<file path="config.mk">
export PLATFORM = sky130hd
export DESIGN_NAME = summ_complex_arbiter
export DESIGN_NICKNAME = d
export VERILOG_FILES = /design/src/rtl/summ_complex_arbiter_pkg.sv /design/src/rtl/summ_complex_arbiter_add.sv /design/src/rtl/summ_complex_arbiter_rr.sv /design/src/rtl/summ_complex_arbiter.sv
export SDC_FILE = /design/constraint.sdc
export NUM_CORES = 1
export LEC_CHECK = 0
export CAP_MARGIN = 10
export CORE_ASPECT_RATIO = 0.5
export CORE_UTILIZATION = 29
export CTS_CLUSTER_DIAMETER = 150
export DETAILED_ROUTE_END_ITERATION = 10
export GPL_TIMING_DRIVEN = 1
export MAX_ROUTING_LAYER = met4
export PLACE_DENSITY = 0.73
export SYNTH_ARGS = -nofsm -noshare
export SYNTH_HDL_FRONTEND = slang
export SYNTH_SLANG_ARGS = --single-unit
export TNS_END_PERCENT = 10
</file>
<file path="constraint.sdc">
create_clock -name clk -period 7.5 [get_ports clk]
set_clock_uncertainty 0.2 [all_clocks]
set_input_delay 1.875 -clock clk [delete_from_list [all_inputs] [get_ports clk]]
set_output_delay 1.875 -clock clk [all_outputs]
set_load 0.01 [all_outputs]
</file>
<file path="src/rtl/summ_complex_arbiter_pkg.sv">
// Shared constants and packed-bus helpers for the complex-adder arbiter slice.
// Requester k of a packed bus occupies bits [k*W +: W].
package summ_complex_arbiter_pkg;

    localparam int unsigned DataFftSize = 16;
    localparam int unsigned NReqDefault = 4;

    function automatic int unsigned lane_lsb(input int unsigned lane, input int unsigned width);
        return lane * width;
    endfunction

endpackage

</file>
<file path="src/rtl/summ_complex_arbiter_add.sv">
// Registered complex adder: sum updates only when enabled, otherwise holds.
// No reset; contents are meaningless until the first enabled cycle.
module summ_complex_arbiter_add #(
    parameter int unsigned Width = 16
) (
    input  logic             clk_i,
    input  logic             en_i,
    input  logic [Width-1:0] a_re_i,
    input  logic [Width-1:0] a_im_i,
    input  logic [Width-1:0] b_re_i,
    input  logic [Width-1:0] b_im_i,
    output logic [Width-1:0] sum_re_o,
    output logic [Width-1:0] sum_im_o
);

    logic [Width-1:0] sum_re_q;
    logic [Width-1:0] sum_im_q;

    // Modulo 2^Width: carry out is dropped.
    always_ff @(posedge clk_i) begin
        if (en_i) begin
            sum_re_q <= a_re_i + b_re_i;
            sum_im_q <= a_im_i + b_im_i;
        end
    end

    assign sum_re_o = sum_re_q;
    assign sum_im_o = sum_im_q;

endmodule

</file>
<file path="src/rtl/summ_complex_arbiter_rr.sv">
// Combinational round-robin picker: first asserted request at or after ptr_i,
// wrapping modulo NReq. Grants nothing unless accept_i is high.
module summ_complex_arbiter_rr #(
    parameter  int unsigned NReq = 4,
    localparam int unsigned IdW  = $clog2(NReq)
) (
    input  logic [NReq-1:0] req_i,
    input  logic [IdW-1:0]  ptr_i,
    input  logic            accept_i,
    output logic [NReq-1:0] grant_o,
    output logic [IdW-1:0]  grant_id_o
);

    logic        found;
    int unsigned idx;

    always_comb begin
        grant_o    = '0;
        grant_id_o = '0;
        found      = 1'b0;
        idx        = 0;
        for (int unsigned off = 0; off < NReq; off++) begin
            idx = (32'(ptr_i) + off) % NReq;
            if (accept_i && !found && req_i[idx]) begin
                found        = 1'b1;
                grant_o[idx] = 1'b1;
                grant_id_o   = IdW'(idx);
            end
        end
    end

endmodule

</file>
<file path="src/rtl/summ_complex_arbiter.sv">
// Shares one registered complex adder between N_REQ valid/ready requesters,
// round-robin, returning each sum tagged with its requester id.
module summ_complex_arbiter
    import summ_complex_arbiter_pkg::*;
#(
    parameter  int unsigned DATA_FFT_SIZE = DataFftSize,
    parameter  int unsigned N_REQ         = NReqDefault,
    localparam int unsigned ID_W          = $clog2(N_REQ)
) (
    input  logic                       clk,
    input  logic                       rst_n,
    input  logic [N_REQ-1:0]           req_valid,
    output logic [N_REQ-1:0]           req_ready,
    input  logic [N_REQ*DATA_FFT_SIZE-1:0] req_in0_i,
    input  logic [N_REQ*DATA_FFT_SIZE-1:0] req_in0_q,
    input  logic [N_REQ*DATA_FFT_SIZE-1:0] req_in1_i,
    input  logic [N_REQ*DATA_FFT_SIZE-1:0] req_in1_q,
    output logic                       out_valid,
    input  logic                       out_ready,
    output logic [DATA_FFT_SIZE-1:0]   out_i,
    output logic [DATA_FFT_SIZE-1:0]   out_q,
    output logic [ID_W-1:0]            out_id
);

    logic [N_REQ-1:0] grant;
    logic [ID_W-1:0]  grant_id;
    logic             accept;
    logic             add_en;
    int unsigned      lane;

    logic [ID_W-1:0]  ptr_q, ptr_d;
    logic             out_valid_q, out_valid_d;
    logic [ID_W-1:0]  out_id_q;

    // Slot is free, or its current occupant leaves this cycle.
    assign accept = !out_valid_q || out_ready;

    // Gating with rst_n keeps req_ready low and the adder idle during reset.
    summ_complex_arbiter_rr #(
        .NReq (N_REQ)
    ) u_rr (
        .req_i      (req_valid),
        .ptr_i      (ptr_q),
        .accept_i   (accept && rst_n),
        .grant_o    (grant),
        .grant_id_o (grant_id)
    );

    assign req_ready = grant;
    assign add_en    = |grant;
    assign lane      = lane_lsb(32'(grant_id), DATA_FFT_SIZE);

    summ_complex_arbiter_add #(
        .Width (DATA_FFT_SIZE)
    ) u_add (
        .clk_i    (clk),
        .en_i     (add_en),
        .a_re_i   (req_in0_i[lane +: DATA_FFT_SIZE]),
        .a_im_i   (req_in0_q[lane +: DATA_FFT_SIZE]),
        .b_re_i   (req_in1_i[lane +: DATA_FFT_SIZE]),
        .b_im_i   (req_in1_q[lane +: DATA_FFT_SIZE]),
        .sum_re_o (out_i),
        .sum_im_o (out_q)
    );

    always_comb begin
        ptr_d       = ptr_q;
        out_valid_d = out_valid_q;
        if (add_en) begin
            ptr_d       = (grant_id == ID_W'(N_REQ - 1)) ? '0 : grant_id + ID_W'(1);
            out_valid_d = 1'b1;
        end else if (out_ready) begin
            out_valid_d = 1'b0;
        end
    end

    always_ff @(posedge clk) begin
        if (!rst_n) begin
            ptr_q       <= '0;
            out_valid_q <= 1'b0;
            out_id_q    <= '0;
        end else begin
            ptr_q       <= ptr_d;
            out_valid_q <= out_valid_d;
            if (add_en) begin
                out_id_q <= grant_id;
            end
        end
    end

    assign out_valid = out_valid_q;
    assign out_id    = out_id_q;

endmodule

</file>
* Word level (Yosys, flattened, before mapping) *
Index checks and enable logic that the tools add are counted.

word-level totals
  bits in registers = 37
  bits of input ports = 263

cells by class
  add/sub/neg operators = 6
  magnitude comparators = 8
  equal/unequal tests = 1
  shift operators = 4
  muxes and demuxes = 30
  bitwise operators = 3
  reductions and logical operators = 19

operators by type and width
  kind                 number
  $shiftx 64x7->16     4
  $add 16x16->16       2
  $mux 4               4
  $mux 1               13
  $logic_and 1x1->1    12
  $lt 2x3->1 const B   4
  $or 4x4->4           3
  $mux 2               5
  $bmux 1 s2           4
  $demux 1 s2          4
  $ge 2x1->1 const B   4
  $add 2x1->2 const B  2
  $add 2x2->2 const B  2
  $logic_not 1->1      4
  $reduce_or 4->1      1
  $eq 2x2->1 const B   1
  $reduce_bool 2->1    1
  $logic_or 1x1->1     1

* Depth between registers and ports, before layout *
Gate-level depths: netlist of run 1.

  depth after elaboration = 19
  depth in mapped cells = 24
  depth with buffers taken out = 19

* Cells and area by module *
Synthesis of run 1 repeated with hierarchy kept, for this count alone.

unflattened totals
  cells, all modules = 398
  area total of the unflattened synthesis = 4843.4 sq um

by module, submodules not included
  module                    instances  cells each  area an instance (sq um)
  summ_complex_arbiter_add  1          225         2432.3
  summ_complex_arbiter      1          102         1774.2
  summ_complex_arbiter_rr   1          71          636.9

* Least setup slack after synthesis of run 1 *
Ideal clock, no wire load.

  path type = input -> register
  from = in req_valid[2]
  to = reg u_add.sum_re_q[10] (netlist: u_add.sum_re_o[10]) (data pin)
  setup time = 0.260 ns
  arrival time = 5.431 ns
  data required time = 7.040 ns
  path slack = 1.609 ns
  stages = 19
  buffers on the path = 3
  path through = buf_2 mux4_2 clkinv_1 a21oi_2 a211o_1 buf_4 clkbuf_1 and2_1 a211oi_1 a31oi_1 ha_1 fa_1 a21o_1 a21oi_1 o21bai_1 a211oi_1 o21a_1 nor2_1 xor2_1

between the ends
  longest elaborated chain between the ends = 18
  elaborated cells between the ends (all ways) = 28
  classes of those cells = add/sub: 1; shift: 2; mux: 15; reduce/logical: 10

RTL lines
  element                                     RTL line                                                RTL
  from (decl)                                 summ_complex_arbiter.sv:12                              input logic [N_REQ-1:0] req_valid,
  $bmux 1 s2                                  summ_complex_arbiter_rr.sv:24                           if (accept_i && !found && req_i[idx]) begin
  $mux 1 (not written as such)                summ_complex_arbiter_rr.sv:24
  $logic_and 1x1->1                           summ_complex_arbiter_rr.sv:24
  $mux 1                                      summ_complex_arbiter_rr.sv:24
  $logic_not 1->1                             summ_complex_arbiter_rr.sv:24
  $logic_and 1x1->1 (2 in series)             summ_complex_arbiter_rr.sv:24
  $mux 1                                      summ_complex_arbiter_rr.sv:24
  $logic_not 1->1                             summ_complex_arbiter_rr.sv:24
  $logic_and 1x1->1 (2 in series)             summ_complex_arbiter_rr.sv:24
  $mux 1                                      summ_complex_arbiter_rr.sv:24
  $logic_not 1->1                             summ_complex_arbiter_rr.sv:24
  $logic_and 1x1->1 (2 in series)             summ_complex_arbiter_rr.sv:24
  $mux 2 (*)                                  summ_complex_arbiter_rr.sv:24
  $shiftx 64x7->16, on equally long branches  summ_complex_arbiter.sv:58, summ_complex_arbiter.sv:60
  $add 16x16->16 (*)                          summ_complex_arbiter_add.sv:22                          sum_re_q <= a_re_i + b_re_i;
  to (signal assigned)                        summ_complex_arbiter_add.sv:22
  to (decl)                                   summ_complex_arbiter_add.sv:16                          logic [Width-1:0] sum_re_q;

Every way passes the cells marked *; elsewhere a longest branch is shown, timed or not. The select of a mux whose other input is x is not followed.
A chain may end at the register's enable or synchronous reset.

* Worst setup path after layout of run 1 *
  from = in req_valid[0]
  to = reg u_add.sum_im_q[14] (netlist: u_add.sum_im_o[14]) (data pin)

between the ends
  longest elaborated chain between the ends = 18
  elaborated cells between the ends (all ways) = 28
  classes of those cells = add/sub: 1; shift: 2; mux: 15; reduce/logical: 10

RTL lines
  element                                     RTL line                                                RTL
  $bmux 1 s2                                  summ_complex_arbiter_rr.sv:24
  $mux 1 (not written as such)                summ_complex_arbiter_rr.sv:24
  $logic_and 1x1->1                           summ_complex_arbiter_rr.sv:24
  $mux 1                                      summ_complex_arbiter_rr.sv:24
  $logic_not 1->1                             summ_complex_arbiter_rr.sv:24
  $logic_and 1x1->1 (2 in series)             summ_complex_arbiter_rr.sv:24
  $mux 1                                      summ_complex_arbiter_rr.sv:24
  $logic_not 1->1                             summ_complex_arbiter_rr.sv:24
  $logic_and 1x1->1 (2 in series)             summ_complex_arbiter_rr.sv:24
  $mux 1                                      summ_complex_arbiter_rr.sv:24
  $logic_not 1->1                             summ_complex_arbiter_rr.sv:24
  $logic_and 1x1->1 (2 in series)             summ_complex_arbiter_rr.sv:24
  $mux 2 (*)                                  summ_complex_arbiter_rr.sv:24
  $shiftx 64x7->16, on equally long branches  summ_complex_arbiter.sv:59, summ_complex_arbiter.sv:61
  $add 16x16->16 (*)                          summ_complex_arbiter_add.sv:23                          sum_im_q <= a_im_i + b_im_i;
  to (signal assigned)                        summ_complex_arbiter_add.sv:23
  to (decl)                                   summ_complex_arbiter_add.sv:17                          logic [Width-1:0] sum_im_q;

Marks and branches as above.

==> results list, run 1 <==
- Fin crit period: 6760 ps
- After the last flow step, the layout net total stands at 1230.
- Die height: 95.1 µm
* PostCTS Resize Cnt: 0
- Post-synthesis average cell area: 7.62 µm²
* Setup TNS after final layout: 0 ps
* Post-route DRC: 0
- For this run the aggregate overflow at the end of global routing stands at 0.
- Share of synthesized flip-flops with an asynchronous set or reset: 0%
- After detailed routing, the met3 layer carries 726 µm of wire.
* RSZ-0062 raised after global routing: false
- The clock passes through at most 2 buffers.
* Die Width: 188 µm
- HPWL reported at the end of detailed placement: 15800 µm
- The tightest min-delay check is of the flop to flop type.
* Root buffer cell: sky130_fd_sc_hd__clkbuf_16
- Counting both buffers and inverters, the worst setup path holds a total of 3.
- Area share of the largest cell type after synthesis: 19.1%
- Skew-Pair Late Insertion Delay: 280 ps
- For this configuration, the core starts out at a cell density of 30.1%.
- Count of state elements after synthesis: 37
* Startpoint Class: input port
- The first global-routing pass estimated 28900 µm of wire.
- Warnings from Yosys: 0
* Detail-routed net length per standard cell: 16.7 µm
* Routed met2 length: 9710 µm
- In this run the number of cells on the critical path is 18.
* Post-CTS Hold Fix Bufs: 0
- In the final layout, flip-flops and latches occupy 0.00106 mm².
- Worst slack, placed: 507 ps
- Total CTS buffers: 5
- The via count of the first global-routing pass came to 5547.
* Synth area leader: sky130_fd_sc_hd__edfxtp_1
- Worst Reg-to-Reg Cells: 18
- Timing endpoint of the critical path: u_add.sum_im_o[14]$_DFFE_PP_
* Pin count of the biggest net entering global routing: 55
- Area of the die: 0.0179 mm²
* Most frequent cell after synthesis: sky130_fd_sc_hd__nand2_1
- The cell count after synthesis came out at 660.
- In this run the number of H-tree levels came out at 2.
- For this block, the initial DRC count from the detailed router was 330.
- Slack of the critical path: 741 ps
- Max VDD drop: 0.000154 V
- The max-slew violation count was 0.
- Detail Route Antenna Nets: 0
- Post CTS Setup Buffer Count: 0
- R2R setup slack: 1610 ps
- Series of cell instances along the critical path: clkdlybuf4s50_1 > mux4_2 > nor2b_4 > nor4_2 > a211o_4 > clkinv_2 > a211oi_1 > a31oi_1 > ha_1 > inv_1 > fa_1 > nor2b_1 > o21ai_0 > a21boi_1 > o41ai_1 > a21oi_1 > mux2_2 > o2111ai_1
- In this run the cell area of the synthesized design comes to 0.00503 mm².
- Critical path class: input port to flop
- Total number of vias: 5916
- Synthesis instantiated 60 different standard cells from the library.
- Counting flops with a built-in enable in the synthesized netlist gives 32.
- The repair_antennas step left the layout with diodes totalling 0.
- Via density: 5.11
* Number of antenna violations at the first check in global routing: 0
- Number of filler cells placed in the layout: 1605
- Max_cap viols: 0
- Fin util: 49.9%
- In the finished design, the share of the clock period the worst path needs comes to 90.1%.
- Crit path largest cell delay: 640 ps
- Reg clk slew, reported paths: 60 ps
- After detailed routing, the total wire length is 19400 µm.
- Compared with the post-synthesis result, the final layout area differs by 65.4%.
* Crit Reg-Reg Startpoint: ptr_q[0]$_SDFFE_PN0P_
* Std cell rows: 33
- DRT met1 WL: 8520 µm
- Clock tree from TritonCTS: yes
- Power density of the placed cells: 394 mW/mm²
- Top_reg_cell synth: sky130_fd_sc_hd__edfxtp_1
* Total global-route track usage: 21.1%
* Number of failing setup endpoints in the final timing report: 0
* Slew Limit Headroom: 29.8%
- In this run the standard cell core region covers 0.0167 mm².
* Number of search-and-repair iterations in the first detailed-routing pass: 4
* Top sig layer: met4
* Top-level port count: 302
* Crit. End Element: flop
- At the end of routability-driven placement, the weighted congestion stood at 0.974.
- First element of the critical path: req_valid[0]
- Maximum fanout count along the critical path: 32
- Number of sinks handled by clock tree synthesis: 37
* Endpoint of the most critical register-to-register path: u_add.sum_re_o[15]$_DFFE_PP_
* Data arrival, critical path: 6670 ps
* Top post-synthesis cells by area: sky130_fd_sc_hd__edfxtp_1 19%, sky130_fd_sc_hd__nand2_1 10%, sky130_fd_sc_hd__a211oi_1 9.3%
- The number of endpoints with negative hold slack in the final report was 0.
* Multi-input logic area: 0.00370 mm²
- Gate family responsible for the most delay along the worst path: compound AO/OA/AOI/OAI gates
- Least-Margin Pin Slew: 1050 ps
* Number of buffer cells added on primary ports: 301
- Reported leakage power: 0.00316 µW
- The number of nets handed over by synthesis was 960.
* Fraction of final layout cells with drive strength greater than 1: 3.44%
* Cell at the slowest stage of the critical path: sky130_fd_sc_hd__mux4_2
- Sequential cells were found to cover 21.1% of the synthesized design area.
* Leading post-synthesis cells by instance count: 135 x sky130_fd_sc_hd__nand2_1, 62 x sky130_fd_sc_hd__a211oi_1, 61 x sky130_fd_sc_hd__a31oi_1
* Fmax achieved: 148 MHz
- Required @ worst endpoint: 7410 ps
- The flow ran to the end, and the final reports show no timing, DRC or antenna violations.
## stage by stage
stage | std cells | area [µm²] | power [µW] | hold slack, ps
after floorplan | 660 | 5030 | 2280 | 273
after global placement | 1150 | 8180 | 2990 | 241
after detailed placement | 1150 | 8180 | 3050 | 247
after CTS | 1158 | 8320 | 3280 | 256
after global routing | 1158 | 8320 | 3570 | 278
final | 1158 | 8320 | 3280 | 251
## worst min path at each step
| stage | from | end | slack, ps | cells after the start |
|---|---|---|---|---|
| finish | out_id[0]$_SDFFE_PN0P_ | out_id[0]$_SDFFE_PN0P_ | 250 | 2 |
| global route | out_id[1]$_SDFFE_PN0P_ | out_id[1]$_SDFFE_PN0P_ | 280 | 2 |
| CTS | out_id[0]$_SDFFE_PN0P_ | out_id[0]$_SDFFE_PN0P_ | 260 | 2 |
| detailed placement | out_id[0]$_SDFFE_PN0P_ | out_id[0]$_SDFFE_PN0P_ | 250 | 2 |
| global placement | out_id[0]$_SDFFE_PN0P_ | out_id[0]$_SDFFE_PN0P_ | 240 | 2 |
| floorplan | out_id[0]$_SDFFE_PN0P_ | out_id[0]$_SDFFE_PN0P_ | 270 | 2 |
## worst reg2reg max path, stage by stage (launching register included)
cell and delay, ps:
sky130_fd_sc_hd__dfxtp_1 690, sky130_fd_sc_hd__inv_1 150, sky130_fd_sc_hd__ha_1 530, sky130_fd_sc_hd__mux4_2 610, sky130_fd_sc_hd__nor2b_4 170, sky130_fd_sc_hd__nor4_2 170
sky130_fd_sc_hd__a211o_4 180, sky130_fd_sc_hd__clkinv_2 370, sky130_fd_sc_hd__buf_4 330, sky130_fd_sc_hd__buf_4 250, sky130_fd_sc_hd__a211oi_1 300, sky130_fd_sc_hd__a31oi_1 80
sky130_fd_sc_hd__ha_1 400, sky130_fd_sc_hd__and2_1 160, sky130_fd_sc_hd__o2111a_1 220, sky130_fd_sc_hd__a21oi_1 350, sky130_fd_sc_hd__a221oi_1 190, sky130_fd_sc_hd__o22ai_1 190
sky130_fd_sc_hd__xor2_1 90
## sequential cells by signal, indices dropped and copies added, names as in the netlist
| register | cells |
|---|---|
| u_add.sum_im_o | 16 |
| u_add.sum_re_o | 16 |
| out_id | 2 |
| ptr_q | 2 |
| out_valid | 1 |
## metal layers
| metal | GRT usage [%] | vias to the layer above |
|---|---|---|
| li1 | - | 2962 |
| met1 | 26.3 | 2767 |
| met2 | 35.9 | 159 |
| met3 | 3.46 | 28 |
| met4 | 5.35 | 0 |
| met5 | - | - |
## layout by cell type, fill, tap and decap left out, types with 5 or more instances in the layout
cell type | Yosys | layout
sky130_fd_sc_hd__clkbuf_16 | 0 | 5
sky130_fd_sc_hd__clkdlybuf4s50_1 | 0 | 301
sky130_fd_sc_hd__edfxtp_1 | 32 | 32
sky130_fd_sc_hd__xnor2_1 | 23 | 23
sky130_fd_sc_hd__xor2_1 | 7 | 7
sky130_fd_sc_hd__buf_4 | 4 | 9
sky130_fd_sc_hd__o21a_1 | 7 | 7
sky130_fd_sc_hd__nand2_1 | 135 | 135
sky130_fd_sc_hd__a31oi_1 | 61 | 61
sky130_fd_sc_hd__a21o_1 | 9 | 9
sky130_fd_sc_hd__nor2_1 | 27 | 27
sky130_fd_sc_hd__ha_1 | 35 | 35
sky130_fd_sc_hd__and2_0 | 27 | 27
sky130_fd_sc_hd__inv_1 | 12 | 12
sky130_fd_sc_hd__dfxtp_1 | 5 | 5
sky130_fd_sc_hd__a211oi_1 | 62 | 62
sky130_fd_sc_hd__a22oi_1 | 7 | 7
sky130_fd_sc_hd__o21ai_0 | 12 | 12
sky130_fd_sc_hd__nor3_1 | 9 | 9
sky130_fd_sc_hd__mux2i_1 | 17 | 17
sky130_fd_sc_hd__nor2b_1 | 8 | 8
sky130_fd_sc_hd__and2_1 | 33 | 33
sky130_fd_sc_hd__a21oi_1 | 21 | 21
## cells by family (layout without fill, tap and decap cells)
| logic type | count (synthesis) | count (layout) | synth area share (%) |
|---|---|---|---|
| flops | 37 | 37 | 21.1 |
| xor+xnor | 30 | 30 | 5.23 |
| compound gates | 207 | 207 | 28.0 |
| buf+inv | 62 | 333 | 5.75 |
| fa+ha+maj | 37 | 37 | 9.50 |
| simple gates | 266 | 266 | 25.5 |
| mux | 21 | 21 | 4.95 |
## power by group
group          internal [µW]  total (µW)  switching [µW]
registers                470         517            47.7
clock network            124         206            82.5
logic                   1150        2560            1400
## layout make-up
| type | instances | share of cell area (%) |
|---|---|---|
| well taps | 227 | 3.41 |
| inverters | 15 | 0.692 |
| flip-flops and latches | 37 | 12.8 |
| multi-input cells | 561 | 44.5 |
| clock buffers | 8 | 1.64 |
| repair buffers | 310 | 37.0 |
(Power assumes the default switching activity.)
==> inputs of run 2 (changes only) <==
Settings changed: HOLD_SLACK_MARGIN from default to 0.12, MAX_ROUTING_LAYER met4 to default.
==> run 2 against run 1 <==
Effect of this change:
- die area stayed put
- register-to-register slack is essentially flat
- fmax up 0.33%
- count of clock-buffer cells in the layout is the same
- critical path type unchanged
==> results list, run 2 (same netlist as run 1, synthesis figures left out) <==
- Register share of total power: 15.8% (about the same)
* Power density of the placed cells: 394 mW/mm² (-0.16%)
- The number of post-CTS setup repair buffers is 0 (unchanged).
- Die Width: 188 µm (unchanged)
- Fraction of power consumed by the clock network: 6.3% (about the same)
- Setup TNS after final layout: 0 ps (unchanged)
- The remaining antenna violation count is 0 (unchanged).
* Global-route wire length before repair: 29000 µm (about the same)
- Routed length on met3: 798 µm (+9.9%)
* Clock tree from TritonCTS: yes
* Fmax achieved: 148 MHz (+0.33%)
* Area Overhead vs Synth: 65.4% (unchanged)
- Share of the cycle needed by the critical path after routing: 89.8% (-0.30 points)
* Number of buffer cells added on primary ports: 301 (unchanged)
- The post-placement setup slack is 507 ps (unchanged).
- The measured slew at the worst slew-check pin was 1030 ps (-21.8 ps).
- Critical path class: input port to flop
- Post-CTS Hold Fix Bufs: 0 (unchanged)
* Placer congestion estimate: 0.957 (-1.8%)
- Slew Viols, Final: 0 (unchanged)
- The number of clock buffers inserted by TritonCTS was 5 (unchanged).
- Overall power of the completed layout: 3270 µW (-0.16%)
* Data arrival, critical path: 6560 ps (-110 ps)
- Slew Limit Headroom: 31.2% (+1.5 points)
- Status: finished, final reports clean
- The share of total power in combinational logic came to 77.9% (about the same).
- Layout Nets: 1230 (unchanged)
* Root buffer cell: sky130_fd_sc_hd__clkbuf_16
* Post-route DRC: 0 (unchanged)
- CTS Buffer Depth: 2 (unchanged)
* Std cell rows: 33 (unchanged)
- Fin crit period: 6740 ps (-22.5 ps)
- The H-tree depth was 2 (unchanged).
- Skew-Pair Late Insertion Delay: 280 ps (about the same)
- The critical path data required time is 7330 ps (-80 ps).
- The flip-flop and latch area came to 0.00106 mm² (unchanged).
- The routed metal-1 wirelength was 8350 µm (-2.0%).
- Fraction of final layout cells with drive strength greater than 1: 3.44% (unchanged)
- PostCTS Resize Cnt: 0 (unchanged)
- Setup repair after global routing left no endpoint under its margin.
* Type of the tightest min-delay check: flop to flop
* Number of sinks handled by clock tree synthesis: 37 (unchanged)
* Crit. End Element: flop
- The filler cell count is 1605 (unchanged).
- Leaving out fill and tap cells, the most frequent cell in the layout is sky130_fd_sc_hd__clkdlybuf4s50_1.
* Layout Cell Area excl Fill: 0.00832 mm² (unchanged)
* Via density: 5.15 (+0.71%)
* Max VDD drop: 0.000153 V (-0.21%)
* CORE AREA: 0.0167 mm² (unchanged)
- The area of the multi-input gates was 0.00370 mm² (unchanged).
- The net switching component of the power came to 1530 µW (-0.33%).
- Congestion Overflow GR: 0 (unchanged)
- Finished Layout Cells: 1158 (unchanged)
- Number of failing setup endpoints in the final timing report: 0 (unchanged)
* Antenna diodes: 0 (unchanged)
- Detail-routed net length per standard cell: 16.7 µm (-0.30%)
- The HPWL after detailed placement came to 15800 µm (unchanged).
- The starting DRC count in detailed routing came to 349 (+5.8%).
- P_int: 1740 µW (about the same)
- Number of antenna violations at the first check in global routing: 0 (unchanged)
- The I/O pin count came to 302 (unchanged).
- Number of search-and-repair iterations in the first detailed-routing pass: 5 (+1)
* Reported leakage power: 0.00316 µW (unchanged)
- The via count of the first global-routing pass was 5541 (-0.11%).
- The largest net degree at the start of global routing is 55 (unchanged).
- Top sig layer: met4
- The total routing resource utilization after global routing was 20.5% (-0.62 points).
- Most used cells in the layout excluding fill and tap cells: 301 x sky130_fd_sc_hd__clkdlybuf4s50_1, 135 x sky130_fd_sc_hd__nand2_1, 62 x sky130_fd_sc_hd__a211oi_1, 61 x sky130_fd_sc_hd__a31oi_1, 35 x sky130_fd_sc_hd__ha_1
- Final hold violation count: 0 (unchanged)
- Startpoint Class: input port
- Slack of the critical path: 763 ps (+22.5 ps)
* Cell area after placement: 0.00818 mm² (unchanged)
- The floorplan die area is 0.0179 mm² (unchanged).
* Max_cap viols: 0 (unchanged)
- Maximum fanout count along the critical path: 35 (+9.4%)
- The effective utilization at floorplan is 30.1% (unchanged).
- The floorplan die height came to 95.1 µm (unchanged).
- The placed cell count is 1150 (unchanged).
* Reg clk slew, reported paths: 60 ps (about the same)
* Routed met2 length: 9760 µm (+0.49%)
- The switching power share of the total came to 46.7% (-0.081 points).
- The via count of the routed design came to 5958 (+0.71%).
- Final routed wirelength across all metal layers: 19300 µm (-0.30%)
-- run 2: cell counts in the layout (fill, tap and decap cells not counted) --
No cell type changed its count.
-- run 2: area by class of cell --
cell class	count	share of cell area, %
Clock buffer	8	1.64
Tap cell	227	3.41
Timing Repair Buffer	310	37.0
Sequential cell	37	12.8
Inverter	15	0.692
Multi-Input combinational cell	561	44.5
-- run 2: critical path: stages --
cell and delay (ps):
sky130_fd_sc_hd__clkdlybuf4s50_1 580, sky130_fd_sc_hd__nor2b_1 210, sky130_fd_sc_hd__mux4_2 530, sky130_fd_sc_hd__a21oi_2 230, sky130_fd_sc_hd__a211o_4 200, sky130_fd_sc_hd__clkinv_2 370
sky130_fd_sc_hd__buf_4 330, sky130_fd_sc_hd__buf_4 250, sky130_fd_sc_hd__a211oi_1 290, sky130_fd_sc_hd__a31oi_1 70, sky130_fd_sc_hd__ha_1 400, sky130_fd_sc_hd__and2_1 160
sky130_fd_sc_hd__o2111a_1 220, sky130_fd_sc_hd__a21oi_1 360, sky130_fd_sc_hd__a221oi_1 180, sky130_fd_sc_hd__o22ai_1 190, sky130_fd_sc_hd__xor2_1 90
-- run 2: layer usage --
layer / vias to the layer above / GRT usage, %
met5: - / 0
met4: 0 / 5.35
met1: 2801 / 26.3
met2: 168 / 35.9
li1: 2961 / -
met3: 28 / 3.46
-- run 2: power groups by stage --
stage          sequential (µW)  clock (µW)  combinational [µW]
2_1_floorplan              562           0                1720
3_3_place_gp               522           0                2470
3_5_place_dp               521           0                2520
4_1_cts                    519         210                2550
5_1_grt                    530         221                2810
6_report                   518         205                2550
-- run 2: path summary, 6_finish.rpt --
| path | from | endpoint | slack (ps) | cells after the start |
|---|---|---|---|---|
| setup / recovery | req_valid[0] | u_add.sum_re_o[15]$_DFFE_PP_ | 760 | 17 |
| hold / removal | out_id[0]$_SDFFE_PN0P_ | out_id[0]$_SDFFE_PN0P_ | 250 | 2 |
| setup reg to reg | ptr_q[0]$_SDFFE_PN0P_ | u_add.sum_re_o[15]$_DFFE_PP_ | 1600 | 18 |
| hold reg to reg | out_id[0]$_SDFFE_PN0P_ | out_id[0]$_SDFFE_PN0P_ | 250 | 2 |
-- run 2: through the flow --
step           hold WS, ps  utilization (%)
2_1_floorplan          273                -
3_3_place_gp           241             49.1
3_5_place_dp           247             49.1
4_1_cts                256             49.9
5_1_grt                278             49.9
6_report               251             49.9
==> inputs of run 3 (changes only) <==
Settings changed: CELL_PAD_IN_SITES_DETAIL_PLACEMENT from default to 1, CELL_PAD_IN_SITES_GLOBAL_PLACEMENT from default to 1, CORE_UTILIZATION 29 to 26, PLACE_DENSITY 0.73 to 0.9, SKIP_LAST_GASP from default to 1.
==> run 3 against run 2 <==
Effect of this change:
- core utilization shrank 5.0 points
- sequential share of layout area shrank 0.088 points
- count of clock-buffer cells in the layout shrank 2
- final cell count grew 2.9%
- hold slack gained 12 ps
- fmax shrank 5.2%
- non-clock buffer count grew 2
- critical path type unchanged
- critical endpoint is now u_add.sum_im_o[14]$_DFFE_PP_
==> results list, run 3 (same netlist as run 1, synthesis figures left out) <==
- The worst ir drop on vdd is 0.000151 V (-1.5%).
- The remaining antenna violation count was 0 (unchanged).
- The layout cell share with drive strength beyond 1 is 3.86% (+0.42 points).
- By startpoint and endpoint, the worst setup path is classified as input port to flop.
- The filler cell count came to 2265 (+41%).
* Detail-routed net length per standard cell: 18.4 µm (+10%)
* Power density of the placed cells: 401 mW/mm² (+1.9%)
* Setup TNS after final layout: 0 ps (unchanged)
* Fin util: 44.9% (-5.0 points)
* Total number of vias: 6118 (+2.7%)
- Slew Viols, Final: 0 (unchanged)
* Seq. cell area: 0.00106 mm² (unchanged)
- The library cell used most frequently in the layout, excluding fill and tap cells, is sky130_fd_sc_hd__clkdlybuf4s50_1.
- Startpoint Class: input port
* Top-level port count: 302 (unchanged)
* Clock tree from TritonCTS: yes
* Drt initial violations: 195 (-44%)
- From synthesis to final layout, the design area changed by 66.6%.
- The worst endpoint data arrival time came to 6910 ps (+350 ps).
- Reported leakage power: 0.00317 µW (+0.42%)
- The cts-stage hold buffer count is 0 (unchanged).
- Required @ worst endpoint: 7310 ps (-20 ps)
- Fin crit period: 7100 ps (+367 ps)
- The number of buffers added on ports came to 301 (unchanged).
- The number of standard cells in the layout, taps in and fillers out came to 1192 (+2.9%).
* Number of sinks handled by clock tree synthesis: 37 (unchanged)
* Die Width: 199 µm (+5.6%)
* Max_cap viols: 0 (unchanged)
* Least-Margin Pin Slew: 1120 ps (+86.0 ps)
- The number of antenna violations at the first check in global routing was 0 (unchanged).
* Post-placement cell count: 1184 (+3.0%)
- Placer congestion estimate: 0.866 (-9.5%)
- The number of post-CTS setup repair buffers came to 0 (unchanged).
* Layout Nets: 1232 (+0.16%)
- Antenna diodes: 0 (unchanged)
- The area of the multi-input gates was 0.00370 mm² (unchanged).
- Congestion Overflow GR: 0 (unchanged)
* Reg clk slew, reported paths: 60 ps (about the same)
- Root buffer cell: sky130_fd_sc_hd__clkbuf_16
* Final routed wirelength across all metal layers: 21900 µm (+13%)
- Initial core utilization: 27.0% (-3.2 points)
- The relative max-transition margin came to 25.5% (-5.7 points).
- The total number of placement rows was 35 (+6.1%).
- The ratio of routed vias to standard cells is 5.13 (-0.24%).
* H-tree levels: 2 (unchanged)
- The HPWL after detailed placement was 18300 µm (+15%).
- Post-route DRC: 0 (unchanged)
* Final hold violation count: 0 (unchanged)
- Pin count of the biggest net entering global routing: 53 (-3.6%)
* PostCTS Resize Cnt: 0 (unchanged)
* Die height: 100 µm (+5.5%)
- Skew-Pair Late Insertion Delay: 280 ps (about the same)
* Maximum fanout count along the critical path: 52 (+49%)
- Status: finished, final reports clean
- The library cells used most frequently in the layout, excluding fill and tap cells, are 301 x sky130_fd_sc_hd__clkdlybuf4s50_1, 135 x sky130_fd_sc_hd__nand2_1, 62 x sky130_fd_sc_hd__a211oi_1, 61 x sky130_fd_sc_hd__a31oi_1, 35 x sky130_fd_sc_hd__ha_1.
- The detailed-router iteration count before antenna repair is 4 (-1).
- Type of the tightest min-delay check: flop to flop
- STA classifies the critical path endpoint as a flop.
- CORE AREA: 0.0187 mm² (+12%)
- Setup repair after global routing left no endpoint under its margin.
* Via count of the first global-routing pass: 6537 (+18%)
- The global-route wire length before repair was 33600 µm (+16%).
- Number of failing setup endpoints in the final timing report: 0 (unchanged)
- The post-placement setup slack is 127 ps (-380 ps).
* Share of the cycle needed by the critical path after routing: 94.7% (+4.9 points)
- The total routing resource utilization after global routing is 21.6% (+1.0 points).
- The number of buffers between clock root and the deepest sink came to 2 (unchanged).
- The floorplan die area is 0.0199 mm² (+11%).
- The worst setup margin is 397 ps (-367 ps).
- Worst slack on hold paths: 263 ps (+12.0 ps)
- The maximum clock rate is 141 MHz (-5.2%).
- Total CTS buffers: 5 (unchanged)
==> run 3: cell types whose count changed in the layout (fill, tap and decap cells not counted), sizes merged <==
cell	delta
buf	+2
clkbuf	-2
clkinv	+2
==> run 3: path summary, 6_finish.rpt <==
path | startpoint | end | slack, ps | cells after the start
max | req_valid[0] | u_add.sum_im_o[14]$_DFFE_PP_ | 400 | 17
min | out_id[1]$_SDFFE_PN0P_ | out_id[1]$_SDFFE_PN0P_ | 260 | 2
max reg2reg | ptr_q[0]$_SDFFE_PN0P_ | u_add.sum_im_o[14]$_DFFE_PP_ | 1210 | 18
min reg2reg | out_id[1]$_SDFFE_PN0P_ | out_id[1]$_SDFFE_PN0P_ | 260 | 2
==> run 3: layout make-up <==
class                           count  area share (%)
Clock buffer                        6            1.54
Multi-Input combinational cell    561            44.2
Timing Repair Buffer              312            37.0
Inverter                           15           0.687
Tap cell                          259            3.87
Sequential cell                    37            12.7
Clock inverter                      2           0.119
==> run 3: stage by stage <==
step	area [µm²]	power [µW]
final	8380	3360
after global routing	8380	3650
after CTS	8380	3370
after detailed placement	8240	3130
after global placement	8240	2990
after floorplan	5030	2280
==> run 3: critical path, stage by stage <==
cell and delay [ps]:
sky130_fd_sc_hd__clkdlybuf4s50_1 570, sky130_fd_sc_hd__mux4_2 650, sky130_fd_sc_hd__nor2b_4 220, sky130_fd_sc_hd__nor4_2 60
sky130_fd_sc_hd__a211o_4 460, sky130_fd_sc_hd__clkinv_2 240, sky130_fd_sc_hd__buf_4 480, sky130_fd_sc_hd__a211oi_1 160
sky130_fd_sc_hd__a31oi_1 200, sky130_fd_sc_hd__ha_1 320, sky130_fd_sc_hd__nor2b_1 170, sky130_fd_sc_hd__o21ai_0 230
sky130_fd_sc_hd__a21boi_1 160, sky130_fd_sc_hd__o41ai_1 470, sky130_fd_sc_hd__a21oi_1 210, sky130_fd_sc_hd__mux2_2 270
sky130_fd_sc_hd__o2111ai_1 120
==> run 3: metal layers <==
metal,GRT usage [%],vias up,part of all wire (%)
met5,0,-,0
met4,9.82,0,4.3
met3,2.86,61,2.5
met2,40.8,129,53
met1,24.1,2966,40
li1,-,2962,-
==> run 3: where the power goes <==
part | switching, µW | leakage (µW) | internal [µW] | total, µW
combinational | 1470 | 0.00276 | 1160 | 2630
clock | 90.0 | 0.0000706 | 122 | 212
sequential | 48.7 | 0.000343 | 470 | 518
total | 1610 | 0.00317 | 1750 | 3360
